**src/rtl/booth_seq_mult.sv**
```systemverilog
// rtl/booth_seq_mult.sv - radix-2 Booth sequential multiplier with start/busy/done handshake
// Optional build macro BOOTH_ZERO_SKIP_EN: zero operand jumps straight to DONE with product 0.
module booth_seq_mult #(
   parameter int WIDTH = 8
) (
   input  logic               clk,
   input  logic               rst,
   input  logic               start,
   input  logic               signed_mode,
   input  logic [WIDTH-1:0]   multiplicand,
   input  logic [WIDTH-1:0]   multiplier,
   output logic               busy,
   output logic               done,
   output logic [2*WIDTH-1:0] product
);
   localparam int N  = WIDTH + 1;
   localparam int CW = $clog2(N + 1);

   localparam logic [1:0] S_IDLE = 2'd0;
   localparam logic [1:0] S_RUN  = 2'd1;
   localparam logic [1:0] S_DONE = 2'd2;

   logic [1:0]    state;
   logic [N-1:0]  acc;
   logic [N-1:0]  qr;
   logic [N-1:0]  mr;
   logic          q_m1;
   logic [CW-1:0] cnt;

   logic [N-1:0]  acc_sum;
   logic [2*N:0]  shifted;
   logic [N-1:0]  m_ext;
   logic [N-1:0]  q_ext;

   // One extra bit keeps unsigned full-range and the most negative signed value exact.
   assign m_ext = signed_mode ? {multiplicand[WIDTH-1], multiplicand} : {1'b0, multiplicand};
   assign q_ext = signed_mode ? {multiplier[WIDTH-1], multiplier} : {1'b0, multiplier};

   always_comb begin
      acc_sum = acc;
      case ({qr[0], q_m1})
         2'b01:   acc_sum = acc + mr;
         2'b10:   acc_sum = acc - mr;
         default: acc_sum = acc;
      endcase
      shifted = {acc_sum[N-1], acc_sum, qr};
   end

   always_ff @(posedge clk) begin
      if (rst) begin
         state   <= S_IDLE;
         acc     <= '0;
         qr      <= '0;
         mr      <= '0;
         q_m1    <= 1'b0;
         cnt     <= '0;
         product <= '0;
      end else begin
         case (state)
            S_IDLE: begin
               if (start) begin
`ifdef BOOTH_ZERO_SKIP_EN
                  if (multiplicand == '0 || multiplier == '0) begin
                     product <= '0;
                     state   <= S_DONE;
                  end else begin
                     acc   <= '0;
                     qr    <= q_ext;
                     mr    <= m_ext;
                     q_m1  <= 1'b0;
                     cnt   <= CW'(N);
                     state <= S_RUN;
                  end
`else
                  acc   <= '0;
                  qr    <= q_ext;
                  mr    <= m_ext;
                  q_m1  <= 1'b0;
                  cnt   <= CW'(N);
                  state <= S_RUN;
`endif
               end
            end
            S_RUN: begin
               acc  <= shifted[2*N:N+1];
               qr   <= shifted[N:1];
               q_m1 <= shifted[0];
               cnt  <= cnt - 1'b1;
               if (cnt == CW'(1)) begin
                  product <= shifted[2*WIDTH:1];
                  state   <= S_DONE;
               end
            end
            S_DONE:  state <= S_IDLE;
            default: state <= S_IDLE;
         endcase
      end
   end

   assign busy = (state == S_RUN);
   assign done = (state == S_DONE);
endmodule

```
**config.mk**
```make
export PLATFORM = sky130hd
export DESIGN_NAME = booth_seq_mult
export DESIGN_NICKNAME = d
export VERILOG_FILES = /design/src/rtl/booth_seq_mult.sv
export SDC_FILE = /design/constraint.sdc
export NUM_CORES = 1
export LEC_CHECK = 0
export CAP_MARGIN = 20
export CORE_MARGIN = 4
export CORE_UTILIZATION = 58
export CTS_BUF_LIST = sky130_fd_sc_hd__clkbuf_8 sky130_fd_sc_hd__clkbuf_16
export CTS_CLUSTER_DIAMETER = 150
export DETAILED_ROUTE_END_ITERATION = 8
export PLACE_DENSITY = 0.85
export RECOVER_POWER = 100
export SLEW_MARGIN = 15
export SYNTH_ARGS = -nofsm -noshare
export SYNTH_HDL_FRONTEND = slang
export SYNTH_SLANG_ARGS = --single-unit
```
**constraint.sdc**
```tcl
create_clock -name clk -period 7 [get_ports clk]
set_input_delay 1.4 -clock clk [delete_from_list [all_inputs] [get_ports clk]]
set_output_delay 1.4 -clock clk [all_outputs]
set_load 0.01 [all_outputs]
```
==> results of run 1 <==
[critical path: stages]
cell	delay, ns
dlygate4sd3_1	0.52
clkbuf_1	1.55
inv_1	0.18
nand3_1	0.25
o22ai_1	0.10
[cell usage after synthesis, drive strengths merged (6+ instances only)]
master   n
nand2   57
dfxtp   49
a21oi   45
nor2    27
ha      12
inv     12
xnor2   11
buf     10
a22oi    9
clkbuf   7
o21ai    7
mux2i    6
nand3    6
nor3     6
[registers in the layout (all words and copies together) (netlist names)]
| signal | count |
|---|---|
| product | 16 |
| mr | 9 |
| qr | 9 |
| acc | 8 |
| cnt | 4 |
| state | 2 |
| q_m1 | 1 |
[where the power goes]
group	switching [W]	internal, W
registers	0.0000148	0.000295
logic	0.000108	0.0000811
clock network	0.0000978	0.0000691
total	0.000220	0.000445
[layer usage]
layer | track usage [%] | share of wire, %
met1 | 29.75 | 47
met2 | 33.47 | 46
met4 | 9.631 | 1.8
met3 | 4.408 | 4.7
met5 | 0 | 0
[worst max-delay path by stage]
stage	slack [ns]	cells after the start	end	start
floorplan	4.73	4	busy	state[1]$_SDFFE_PP0P_
global placement	3.78	5	qr[8]$_SDFFE_PP0P_	start
detailed placement	3.75	5	qr[8]$_SDFFE_PP0P_	start
CTS	3.42	3	busy	state[1]$_SDFFE_PP0P_
global route	2.81	5	acc[5]$_SDFFE_PP0P_	rst
finish	3.10	5	acc[4]$_SDFFE_PP0P_	rst
[cells by family (layout without fill, tap and decap cells)]
group / Yosys count / in the layout / synth area share [%]
buf+inv: 29 / 57 / 5.119
xor+xnor: 13 / 13 / 4.612
compound gates: 85 / 85 / 21.44
fa+ha+maj: 13 / 13 / 6.893
simple gates: 110 / 110 / 19.77
mux: 6 / 6 / 2.433
flops: 49 / 49 / 39.74
[stage by stage]
stage               worst slack, ns  total power (W)  area (um^2)  util (%)  std cells
floorplan                     4.730        0.0004594         2469         -        305
global placement              3.780        0.0004990         2828     69.69        376
detailed placement            3.752        0.0005054         2828     69.69        376
CTS                           3.422        0.0006694         2913     71.79        383
global route                  2.811        0.0006996         2903     71.54        383
finish                        3.096        0.0006650         2903     71.54        383
[cell type report]
class,count,area share (%)
Tap cell,50,2.155
Clock inverter,2,0.5603
Sequential cell,49,33.79
Timing Repair Buffer,38,12.89
Multi-Input combinational cell,227,46.68
Clock buffer,5,2.371
Inverter,12,1.552
==> results by group, run 1 <==
Critical path
  • RR Endpoint: product[14]$_SDFFE_PP0P_
  • Setup Crit Path Kind: in2reg
  • Worst Path Arrival: roughly 4 ns
  • Reg-to-Reg Start: qr[0]$_SDFFE_PP0P_
  • FF-to-FF setup slack: 4.38 ns
  • Type of element capturing the critical path: flip-flop
  • Worst Setup Start Kind: primary input
  • Worst Reg2Reg Path Length in Cells: 8
  • Critical Path RT: 7.10 ns
  • Max Fanout on Critical Path: 51

Cells and area
  • Layout cells sized above 1: between 3 and 4%
  • # nets final: 366
  • Most common cell after layout, fill and taps aside: nand2_1
  • P&R area growth vs syn: 17.59%
  • FF/Latch Area: 980.9 um^2
  • Commonest non-fill, non-tap cells in the layout: nand2_1 (56), dfxtp_1 (49), a21oi_1 (45)
  • FILL cells: between 300 and 400
  • Area of the multi-input gates: between 1000 and 1500 um^2
  • Diode count: 0

Logic synthesis
  • Number of synthesized register bits: between 40 and 50
  • Post-synth cell types: between 40 and 50
  • Main flop type after synthesis: dfxtp_1
  • Post-synth EDFFs: 0
  • FFs w/ async S/R, synth: 0%
  • Avg Cell Area, Syn: between 8 and 9 um^2
  • Yosys top cell by area: dfxtp_1
  • Area share of the largest cell type after synthesis: about two fifths
  • Mapped Nets: about 340
  • Ranking of synthesized cells by area: dfxtp_1 (40%), a21oi_1 (9.1%), nand2_1 (8.5%), ha_1 (6.1%), xnor2_1 (3.9%)
  • Register area share after synthesis: between 30% and 40%
  • Synthesized area: approximately 2500 um^2
  • Syn Inst Count: 305
  • Syn. warnings: 0

Floorplan
  • Die Y: about 73 um
  • # IOs: 38
  • Starting Density: around three fifths
  • Core Rows: 23
  • Core footprint: slightly above 4000 um^2
  • Full die area: between 5000 and 6000 um^2
  • Die W: approximately 73 um

STA
  • Fin. max-slew vios: 52
  • Final Hold Vio Count: 0
  • Crit path time final: just under 4 ns
  • Final setup TNS: 0 ns
  • Worst slew pin tran: between 2 and 2.5 ns
  • Final worst path period share: a little under three fifths
  • RSZ-0062 raised after global routing: false
  • Max-slew headroom: -44.84%
  • Fin Hold WS: between 0.4 and 0.5 ns
  • Final number of setup-violating endpoints: 0
  • Clock skew: about 0.0080 ns
  • FMAX: 0.2562 GHz

Place
  • I/O Buffers: 37
  • RePlAce Congestion: approximately 0.77
  • Post-DP HPWL: ~3900 um

Power and ir drop
  • Peak supply drop: 0.0001515 V
  • Leakage: about 1.1 nW
  • Cell Pwr Density: approximately 230 nW/um^2

CTS
  • Setup Buffers After CTS: 0
  • CTS buffer count: 5
  • Root Driver: clkbuf_8
  • CTS tree: yes
  • Clk sinks: slightly below 50
  • Max Root-Sink Buffers: 2
  • Htree depth: 2
  • Reg clk slew, reported paths: ~0.09 ns
  • CTS resizes: 0
  • Hold buffers post-CTS: 0
  • Worst skew pair latency: 0.31 ns

GRT
  • Grt ovf: 0
  • GRT Util Overall: 21.90%
  • Largest net degree at the start of global routing: between 50 and 60
  • Initial antenna violation count: 0
  • First-pass GRT wire length: between 9000 and 10000 um
  • Vias in the first global route: about 2000

Detailed routing
  • DR vias: between 2000 and 2500
  • Final ANT Viol Nets: 0
  • Post-DR vias/cell: between 5 and 6
  • Drt first-iter violations: between 150 and 200
  • First-pass detailed-route iteration total: 4
  • # DRC: 0
  • Routed wire length: 5568 um
  • Wire length per cell: 14.54 um

Status
  • Status: finished with violations
  • Violated checks: max-capacitance violations, max-slew violations

Min path
  • Hold Startpoint: product[4]$_SDFFE_PP0P_
  • Cells on Worst Hold Path: 2
  • Min-delay worst type: reg2reg
  • Hold Path Sink: product[4]$_SDFFE_PP0P_

Flow run
  • Max-Cap Viols: 1
No activity file was read; power rests on OpenSTA's default activity.
==> run 2, diff against run 1 <==
CORE_UTILIZATION = 48   (was 58)
PLACE_DENSITY = 0.75   (was 0.85)
clock period = 3.3 ns   (was 7 ns; I/O delays follow)
==> run 2 against run 1 <==
The flow now finishes without violations. Setup slack got worse by 2.4 ns. Non-clock buffer count grew 3. Die area increased by 18%. Final cell count is 5.2% higher. Count of clock-buffer cells in the layout is the same. First-iteration DRC count decreased by 16%. Core utilization is 11 points lower. Critical path depth is 4 higher. Sequential share of layout area down 0.54 points. Clock power rose to 2.5 times the previous value. Largest cell class unchanged. Register-to-register slack worse by 3.7 ns. Sequential cell count is the same.
==> results by group, run 2 (synthesis results as in run 1) <==
Status
  • Status: finished, final reports clean

Critical path
  • Type of element capturing the critical path: flip-flop
  • Reg-to-Reg Start: mr[0]$_SDFFE_PP0P_
  • Critical Path RT: 3.49 ns
  • Setup Crit Path Kind: reg2reg
  • RR Endpoint: acc[6]$_SDFFE_PP0P_
  • Worst Path Arrival: ~2.9 ns
  • FF-to-FF setup slack: about 0.65 ns
  • Worst Setup Start Kind: flip-flop
  • CP max stage delay: 0.43 ns
  • Critical path startpoint: mr[0]$_SDFFE_PP0P_
  • Critical Path End: acc[6]$_SDFFE_PP0P_
  • Worst Reg2Reg Path Length in Cells: 9
  • Cell Chain, Critical Path: inv_1 -> ha_1 -> mux2i_1 -> ha_1 -> nor2b_1 -> o21ai_0 -> o21ai_0 -> mux2i_1 -> o41ai_1
  • CP max stage cell: dfxtp_1
  • Max Fanout on Critical Path: 5

Detailed routing
  • Final ANT Viol Nets: 0
  • Post-DR vias/cell: roughly 5.5
  • DR vias: 2230
  • # DRC: 0
  • Drt first-iter violations: between 100 and 150
  • Wire length per cell: ~14 um
  • First-pass detailed-route iteration total: 4
  • Routed wire length: roughly 5800 um

Floorplan
  • # IOs: 38
  • Die W: 79.72 um
  • Core Rows: 25
  • Full die area: roughly 6400 um^2
  • Die Y: 79.72 um
  • Core footprint: roughly 4800 um^2
  • Starting Density: between 50% and 60%

CTS
  • Max Root-Sink Buffers: 2
  • Worst skew pair latency: roughly 0.30 ns
  • Htree depth: 2
  • Setup Buffers After CTS: 0
  • CTS buffer count: 5
  • Root Driver: clkbuf_8
  • CTS resizes: 0
  • Clk sinks: roughly 50
  • CTS tree: yes
  • Hold buffers post-CTS: 0
  • Reg clk slew, reported paths: ~0.090 ns

GRT
  • Vias in the first global route: ~2100
  • Initial antenna violation count: 0
  • GRT Util Overall: around 20%
  • First-pass GRT wire length: 9977 um
  • Grt ovf: 0
  • Largest net degree at the start of global routing: 25

Cells and area
  • Final Cell Area: approximately 3000 um^2
  • Top flop regs: product x16, mr x9, qr x9
  • Most flops, register: product
  • Commonest non-fill, non-tap cells in the layout: nand2_1 (56), dfxtp_1 (49), a21oi_1 (45)
  • Layout Utilization: 60.85%
  • Layout cells sized above 1: between 4 and 5%
  • Max reg flops: 16
  • P&R area growth vs syn: 19.51%
  • # nets final: around 370
  • Diode count: 0
  • Most common cell after layout, fill and taps aside: nand2_1

STA
  • FMAX: roughly 0.38 GHz
  • Max-slew headroom: 41.62%
  • Final number of setup-violating endpoints: 0
  • Final setup TNS: 0 ns
  • Worst slew pin tran: 0.8756 ns
  • Crit path time final: between 2 and 3 ns
  • Final worst slack: 0.6478 ns
  • RSZ-0062 raised after global routing: false
  • Final worst path period share: 80.37%
  • Final Hold Vio Count: 0
  • Fin. max-slew vios: 0
  • Clock skew: about 0.0025 ns

Min path
  • Hold Startpoint: product[3]$_SDFFE_PP0P_
  • Min-delay worst type: reg2reg

Place
  • Pre-CTS setup slack: 0.9137 ns
  • Post-DP HPWL: between 4000 and 5000 um
  • RePlAce Congestion: 0.8480
  • Area after DPL: between 2000 and 3000 um^2
  • I/O Buffers: 37

Power and ir drop
  • Leakage: 1.123 nW
  • Cell Pwr Density: 498.7 nW/um^2
  • Peak supply drop: roughly 0.00040 V

Flow run
  • Max-Cap Viols: 0
==> run 2: per-stage QoR <==
step | hold slack, ns | cells | total power [W]
2_1_floorplan | 0.4441 | 305 | 0.0009745
3_5_place_dp | 0.4503 | 396 | 0.001080
3_3_place_gp | 0.4457 | 396 | 0.001072
5_1_grt | 0.4879 | 403 | 0.001557
4_1_cts | 0.4626 | 403 | 0.001493
6_report | 0.4589 | 403 | 0.001471
==> run 2: per-layer routing <==
metal  track usage, %  vias to the layer above  part of all wire (%)
met2            32.89                       59                    48
met1            25.47                     1044                    45
met3            4.853                        6                   5.8
li1                 -                     1121                     -
met5                0                        -                     0
met4            6.529                        0                   1.2
==> run 2: final cells by class <==
cell class	count	area (um^2)
Inverter	12	45.04
Multi-Input combinational cell	227	1344
Tap cell	67	83.83
Fill cell	438	1898
Clock inverter	2	35.03
Timing Repair Buffer	41	392.9
Clock buffer	5	68.82
Sequential cell	49	980.9
==> run 2: where the power goes <==
part	total (W)	switching, W	internal (W)
Sequential	0.000655	0.0000303	0.000625
Clock	0.000420	0.000199	0.000221
Combinational	0.000397	0.000228	0.000169
Total	0.00147	0.000457	0.00101
==> run 2: how the worst min path moves through the flow <==
stage,to,cells past startpoint
2_1_floorplan,cnt[3]$_SDFFE_PP0P_,1
3_3_place_gp,product[2]$_SDFFE_PP0P_,2
3_5_place_dp,product[1]$_SDFFE_PP0P_,2
4_1_cts,product[1]$_SDFFE_PP0P_,2
5_1_grt,product[7]$_SDFFE_PP0P_,2
6_report,product[3]$_SDFFE_PP0P_,2
==> run 2: critical path, delay by kind of cell, from the launching register on <==
family | cells | cell delay, ns
compound gates | 3 | 0.90
fa+ha+maj | 2 | 0.57
mux | 2 | 0.44
flops | 1 | 0.43
simple gates | 1 | 0.12
buf+inv | 1 | 0.07
==> run 3, diff against run 2 <==
CORE_UTILIZATION = 53   (was 48)
PLACE_DENSITY = 0.79   (was 0.75)
clock period = 2.5 ns   (was 3.3 ns; I/O delays follow)
==> run 3 against run 2 <==
Setup slack lost 0.46 ns. Core utilization grew 6.5 points. Via count shrank 0.99%. Power grew 32%. Global-route usage grew 1.0 points. Non-clock buffer count grew 2. Wire length shrank 1.5%. Largest cell class unchanged. Combinational power grew 42%. First-iteration DRC count grew 3.9%. Count of clock-buffer cells in the layout grew 1. Sequential cell count is the same.
==> results by group, run 3 (synthesis results as in run 1) <==
Cells and area
  • Max reg flops: 16
  • Most flops, register: product
  • Layout cells sized above 1: ~8.8%
  • Commonest non-fill, non-tap cells in the layout: nand2_1 (56), dfxtp_1 (46), a21oi_1 (43)
  • Top flop regs: product x16, mr x9, qr x9
  • # nets final: 371
  • P&R area growth vs syn: 21.34%
  • Most common cell after layout, fill and taps aside: nand2_1
  • Diode count: 0

CTS
  • CTS buffer count: 5
  • CTS tree: yes
  • Worst skew pair latency: about 0.31 ns
  • Max Root-Sink Buffers: 2
  • Hold buffers post-CTS: 0
  • Reg clk slew, reported paths: ~0.090 ns
  • Clk sinks: 49
  • Htree depth: 2
  • Root Driver: clkbuf_8

STA
  • Worst slew pin tran: 0.7444 ns
  • Crit path time final: ~2.3 ns
  • Fin. max-slew vios: 0
  • Fin Hold WS: roughly 0.46 ns
  • Final number of setup-violating endpoints: 0
  • Clock skew: around 0.013 ns
  • Final setup TNS: 0 ns
  • FMAX: 0.4334 GHz
  • Final worst path period share: between 90% and 100%
  • Max-slew headroom: 50.37%
  • RSZ-0062 raised after global routing: false
  • Final Hold Vio Count: 0

Floorplan
  • Core Rows: 24
  • Die W: 76.25 um
  • Full die area: roughly 5800 um^2
  • Core footprint: ~4400 um^2
  • Die Y: between 70 and 80 um
  • Starting Density: 55.55%
  • # IOs: 38

Min path
  • Min-delay worst type: reg2reg

Detailed routing
  • First-pass detailed-route iteration total: 4
  • Wire length per cell: ~15 um
  • Final ANT Viol Nets: 0
  • DR vias: 2208
  • # DRC: 0
  • Routed wire length: around 5700 um
  • Drt first-iter violations: ~130
  • Post-DR vias/cell: about 5.6

GRT
  • Vias in the first global route: about 2200
  • Grt ovf: 0
  • Largest net degree at the start of global routing: 37
  • First-pass GRT wire length: 10110 um
  • Initial antenna violation count: 0
  • GRT Util Overall: a little over a fifth

Critical path
  • Critical Path RT: 2.67 ns
  • Setup Crit Path Kind: reg2reg
  • Worst Setup Start Kind: flip-flop
  • Max Fanout on Critical Path: 5
  • Type of element capturing the critical path: flip-flop
  • Worst Path Arrival: ~2.5 ns

Flow run
  • Max-Cap Viols: 0

Place
  • Post-DP HPWL: between 4000 and 5000 um
  • I/O Buffers: 37
  • RePlAce Congestion: 0.8467

Status
  • Status: finished, final reports clean

Power and ir drop
  • Peak supply drop: 0.0004047 V
  • Leakage: ~1.1 nW
  • Cell Pwr Density: between 600 and 700 nW/um^2
==> run 3: cell count changes in the layout (fill, tap and decap cells not counted), sizes merged <==
cell	change
bufinv	-1
clkinvlp	+1
clkinv	-1
inv	+1
buf	+3
==> run 3: final timing paths <==
path	startpoint	endpoint	slack, ns	cells past startpoint
setup / recovery	mr[0]$_SDFFE_PP0P_	acc[5]$_SDFFE_PP0P_	0.19	9
hold / removal	product[1]$_SDFFE_PP0P_	product[1]$_SDFFE_PP0P_	0.46	2
setup reg to reg	mr[0]$_SDFFE_PP0P_	acc[5]$_SDFFE_PP0P_	0.19	9
hold reg to reg	product[1]$_SDFFE_PP0P_	product[1]$_SDFFE_PP0P_	0.46	2
==> run 3: routing by layer <==
| layer | vias to the layer above | wire length (um) | GRT usage [%] |
|---|---|---|---|
| li1 | 1128 | - | - |
| met1 | 1020 | 2598 | 25.61 |
| met2 | 51 | 2759 | 36.47 |
| met3 | 9 | 266 | 3.901 |
| met4 | 0 | 102 | 7.971 |
| met5 | - | 0 | 0 |
==> run 3: metrics by stage <==
step | instances | worst slack [ns] | util, % | total power [W] | cell area [um^2]
global placement | 382 | 0.1837 | 64.64 | 0.001415 | 2873
global route | 391 | 0.01728 | 67.40 | 0.002053 | 2995
finish | 391 | 0.1926 | 67.40 | 0.001938 | 2995
floorplan | 305 | 0.2664 | - | 0.001286 | 2469
detailed placement | 382 | 0.06501 | 64.64 | 0.001430 | 2873
CTS | 390 | 0.02905 | 66.86 | 0.001937 | 2972
==> run 3: repair_timing <==
item / CTS / global route
setup buffers: 0 / 1
gates resized for setup: 0 / 10
setup endpoints to repair: 0 / 8
==> run 3: layout make-up <==
class / instances / area (um^2)
Clock inverter: 2 / 16.27
Fill cell: 383 / 1449
Inverter: 12 / 45.04
Multi-Input combinational cell: 227 / 1389
Tap cell: 52 / 65.06
Clock buffer: 6 / 82.58
Sequential cell: 49 / 984.7
Timing Repair Buffer: 43 / 412.9
==> run 3: power by group <==
group	internal (W)	total [W]	switching, W
clock	0.000228	0.000506	0.000278
sequential	0.000825	0.000866	0.0000410
combinational	0.000250	0.000565	0.000315
==> run 3: critical path: stages (launching register included) <==
cell     delay [ns]
dfxtp_2        0.37
inv_1          0.06
ha_1           0.28
mux2i_2        0.09
fa_1           0.46
a21oi_2        0.19
o21ai_0        0.11
a21oi_1        0.20
xor2_1         0.28
o22ai_1        0.13
==> RTL edit 1: new RTL, config.mk and constraints of run 3 <==
Change the parameter `WIDTH` from 8 to 4.
--- a/src/rtl/booth_seq_mult.sv
+++ b/src/rtl/booth_seq_mult.sv
@@ -3,3 +3,3 @@
 module booth_seq_mult #(
-   parameter int WIDTH = 8
+   parameter int WIDTH = 4
 ) (
Interface: changed (resized multiplicand, multiplier and product); port bits go from 38 to 22. No check against the original RTL was run, so the function may have changed too.
==> RTL edit 1 against run 3 <==
  * Critical path depth did not move
  * Setup slack worse by 0.085 ns
  * Clock skew down 0.0063 ns
  * Wire length decreased by 45%
  * Sequential cell count shrank 21
  * Critical endpoint is now product[7]$_SDFFE_PP0P_
  * Count of clock-buffer cells in the layout down 3
  * Cell area fell by 42%
  * Global-route usage down 2.0 points
  * Sequential share of layout area down 0.73 points
  * Total power shrank 43%
  * Area after synthesis decreased by 41%
  * Largest power group unchanged
==> RTL edit 1: results <==
setup_path:
  crit_family: "simple AND/OR/NAND/NOR gates"
  timing.rr.end: "product[7]$_SDFFE_PP0P_"
  critical_path_arrival_ns: 2.59
  path_class: "reg2reg"
  slowest_stage: "or4b_1"
  max_stage_delay_ns: 0.49
  cp_max_fo: 4
  cp-startpoint: "mr[1]$_SDFFE_PP0P_"
placed_design:
  portBuffers: 21
  placed_cells: 222
  dp_hpwl_um: 2280
  pre_cts_ws_ns: 0.0943
  placed_area_mm2: 0.00167
  gp_congestion: 0.786
synthesis:
  synth_area_leaders: "dfxtp_1 38%, ha_1 6.8%, nand2_1 6.7%, a21oi_1 6.2%, nor2_1 4.6%"
  synthesis.instances: 178
  synth_common_cells: "28 x dfxtp_1, 26 x nand2_1, 18 x a21oi_1, 18 x nor2_1, 10 x inv_1"
  ys_seq_area_frac: 0.383
  yosys.area_share.adder: 0.0821
  synth_xor_area_frac: 0.0239
  syn_nets: 199
  muxShareOfSynthArea: 0.0214
  synth_cell_types: 40
clock_tree:
  htreeDepth: 1
  worstSkewPairLatency_ns: 0.28
  clkTransAtPathRegs_ns: 0.10
  cts_buffers: 3
power:
  p_clk_uw: 356
  irDropWorstVdd_uv: 502
  p_comb_uw: 258
  internal_power_uw: 808
  p_sw_frac: 0.274
  power.leakage_nw: 0.680
detailed_routing:
  post_drt_via_cell_ratio: 5.75
  drtIter0Drc: 49
  wl_per_cell_um: 13.8
  met3_length_um: 118
  wl_met1_um: 1350
  dr_wl_met2_um: 1590
final_layout:
  drive_gt1_frac: 0.0765
  area_growth_pct: 19.4
  nFillCells: 216
  reg_top3: "product (8), mr (5), qr (5)"
worst_hold_path:
  min_to: "product[4]$_SDFFE_PP0P_"
  hold_start: "product[4]$_SDFFE_PP0P_"
timing:
  timing.fmax_ghz: 0.418
  hold_ws_ns: 0.457
global_route:
  grt_pass1_wl_um: 5260
  grtUsageMet1: 0.215
  use_met2: 0.336
  grt_max_degree: 29
  grt_use_met3: 0.0383
  grt_util_all_layers: 0.190
run_status:
  status: "finished clean"
==> RTL edit 1: cell count changes in the layout (fill, tap and decap cells not counted), moves of 5 or more <==
cell / run 3 / this run
a21oi_1: 43 / 18
a22oi_1: 9 / 0
clkdlybuf4s50_1: 17 / 11
xnor2_1: 11 / 2
a311oi_1: 5 / 0
nand2_1: 56 / 26
dlygate4sd3_1: 20 / 10
nor2_1: 25 / 18
dfxtp_1: 46 / 27
==> RTL edit 1: tightest hold or removal path, cell delays in order, from the launching register on <==
cell     delay (ns)
dfxtp_1        0.32
nand2_1        0.05
a21oi_1        0.05
==> RTL edit 1: final cells by class <==
type / instances / share of cell area
multi-input combinational: 131 / 0.468
sequential: 28 / 0.321
timing repair buffer: 22 / 0.125
clock buffer: 3 / 0.0236
inverter: 11 / 0.0236
tap: 30 / 0.0215
clock inverter: 1 / 0.0172
==> RTL edit 2: new RTL, flow settings as in run 3 <==
Without the edit above. Add an input register stage for `start` and `signed_mode`; this delays them by one clock. The other inputs are not delayed to match.
--- a/src/rtl/booth_seq_mult.sv
+++ b/src/rtl/booth_seq_mult.sv
@@ -22,2 +22,10 @@
 
+   logic start_q;
+   logic signed_mode_q;
+
+   always_ff @(posedge clk) begin
+      start_q       <= start;
+      signed_mode_q <= signed_mode;
+   end
+
    logic [1:0]    state;
@@ -35,4 +43,4 @@
    // One extra bit keeps unsigned full-range and the most negative signed value exact.
-   assign m_ext = signed_mode ? {multiplicand[WIDTH-1], multiplicand} : {1'b0, multiplicand};
-   assign q_ext = signed_mode ? {multiplier[WIDTH-1], multiplier} : {1'b0, multiplier};
+   assign m_ext = signed_mode_q ? {multiplicand[WIDTH-1], multiplicand} : {1'b0, multiplicand};
+   assign q_ext = signed_mode_q ? {multiplier[WIDTH-1], multiplier} : {1'b0, multiplier};
 
@@ -60,3 +68,3 @@
             S_IDLE: begin
-               if (start) begin
+               if (start_q) begin
 `ifdef BOOTH_ZERO_SKIP_EN
Check against the original RTL: not equivalent (Yosys sat finds a counterexample within 4 cycles, from zero or initial values and one cycle with rst high).
==> RTL edit 2 against run 3 <==
  * Cell area grew 4.7%
  * Largest cell class unchanged
  * Sequential share of layout area is 0.27 points lower
  * Total power is 0.57% higher
  * Area after synthesis up 2.2%
  * Wire length is 5.3% higher
  * Maximum frequency fell by 3.6%
  * Highest routed layer unchanged
  * Final cell count grew 4.3%
  * Setup slack lost 0.087 ns
  * First-iteration DRC count grew 66%
  * Clock power decreased by 9.1%
  * Sequential cell count up 2
  * Die area increased by 2.0%
==> RTL edit 2: results <==
run_status:
  status: "finished clean"
detailed_routing:
  drtIter0Drc: 219
  firstDrtPassIters: 4
  post_drt_via_cell_ratio: 5.71
  wl_um: 6030
  vias: 2328
placed_design:
  dp_hpwl_um: 4230
  gp_congestion: 0.862
  portBuffers: 37
  placed_cells: 398
synthesis:
  syn_nets: 349
  synth_cell_types: 46
  synthArstFlopShare: 0
  ys_seq_area_frac: 0.405
  yosysWarningCount: 0
  synth_common_cells: "56 x nand2_1, 51 x dfxtp_1, 44 x a21oi_1"
  synth-main-ff-cell: "dfxtp_1"
  synthesis.instances: 316
  synth_area_leaders: "dfxtp_1 40%, a21oi_1 8.7%, nand2_1 8.3%, ha_1 6.0%, nor2_1 3.7%"
setup_path:
  cp_max_fo: 7
  reg2reg_depth: 11
  critical_path_arrival_ns: 2.61
  crit_path_end: "product[15]$_SDFFE_PP0P_"
  rrSetupSlack_ns: 0.11
  cp-startpoint: "q_m1$_SDFFE_PP0P_"
global_route:
  grt_pass1_wl_um: 10100
  grt_max_degree: 47
  grt_pass1_vias: 2224
  antenna_found_initial: 0
  grt_util_all_layers: 0.203
final_layout:
  num-nets-final: 388
  reg_top3: "product (16), mr (9), qr (9)"
  diodes: 0
  drive_gt1_frac: 0.110
clock_tree:
  htreeDepth: 2
  clockBufferDepth: 2
  worstSkewPairLatency_ns: 0.30
  cts_buffers: 5
power:
  internal_power_mw: 1.32
  irDropWorstVdd_uv: 430
  power.leakage_nw: 1.21
worst_hold_path:
  holdPathStages: 2
  hold_class: "reg2reg"
timing:
  worst_pin_slew_ns: 0.954
  fin_skew_ns: 0.00632
==> RTL edit 2: area by class of cell <==
| type | instances | area, um^2 |
|---|---|---|
| clock buffer | 5 | 68.8 |
| clock inverter | 3 | 16.3 |
| fill | 358 | 1340 |
| inverter | 14 | 52.6 |
| multi-input combinational | 231 | 1430 |
| sequential | 51 | 1020 |
| tap | 52 | 65.1 |
| timing repair buffer | 52 | 480 |
==> RTL edit 2: metrics by stage <==
stage	setup WS, ns	util	area, um^2	power [mW]
detailed placement	-0.0467	0.667	2980	1.45
CTS	0.0496	0.689	3080	1.91
global route	-0.0590	0.701	3140	2.06
finish	0.105	0.701	3140	1.95
floorplan	0.000465	-	2530	1.29
global placement	0.0147	0.667	2980	1.43
==> RTL edit 2: repair_timing <==
item                       in CTS  in global routing
buffers inserted                0                  2
hold endpoints to repair        0                  0
pin swaps                       2                  5
setup endpoints to repair       2                  7
resized for setup               4                 10
==> RTL edit 2: cell families after synthesis <==
family                     after synthesis  synth area share
buffers and inverters                   34            0.0516
DFF                                     51             0.405
and+or+nand+nor                        115             0.202
xor gates and xnor gates                11            0.0382
AOI/OAI and AO/OA                       86             0.211
muxes                                    6            0.0243
adders and majority gates               13            0.0675
==> RTL edit 2: worst min path at each step <==
stage / startpoint / end / slack [ns]
6_report: product[3]$_SDFFE_PP0P_ / product[3]$_SDFFE_PP0P_ / 0.45
5_1_grt: product[6]$_SDFFE_PP0P_ / product[6]$_SDFFE_PP0P_ / 0.49
4_1_cts: product[3]$_SDFFE_PP0P_ / product[3]$_SDFFE_PP0P_ / 0.46
3_5_place_dp: product[6]$_SDFFE_PP0P_ / product[6]$_SDFFE_PP0P_ / 0.45
3_3_place_gp: product[0]$_SDFFE_PP0P_ / product[0]$_SDFFE_PP0P_ / 0.44
2_1_floorplan: mr[8]$_SDFFE_PP0P_ / mr[8]$_SDFFE_PP0P_ / 0.44
==> RTL edit 2: critical path, stage by stage (launching register included) <==
cell and delay, ns:
dfxtp_1 0.35, inv_1 0.05, ha_1 0.21, buf_4 0.17, nor2_2 0.12, xnor2_1 0.08, ha_1 0.35, a21o_1 0.17
a21oi_1 0.20, o21ai_2 0.14, mux2i_2 0.19, o41ai_2 0.28
==> RTL edit 2: layer usage <==
layer | wire (um) | track usage
met4 | 86 | 0.0587
met1 | 2740 | 0.265
met2 | 2910 | 0.339
met3 | 291 | 0.0398
met5 | 0 | 0
==> RTL edit 2: power by group through the flow <==
stage / logic (mW) / registers [mW] / clock network, mW
finish: 0.592 / 0.896 / 0.460
global route: 0.651 / 0.903 / 0.504
CTS: 0.545 / 0.896 / 0.468
detailed placement: 0.534 / 0.915 / 0
global placement: 0.520 / 0.913 / 0
floorplan: 0.383 / 0.909 / 0
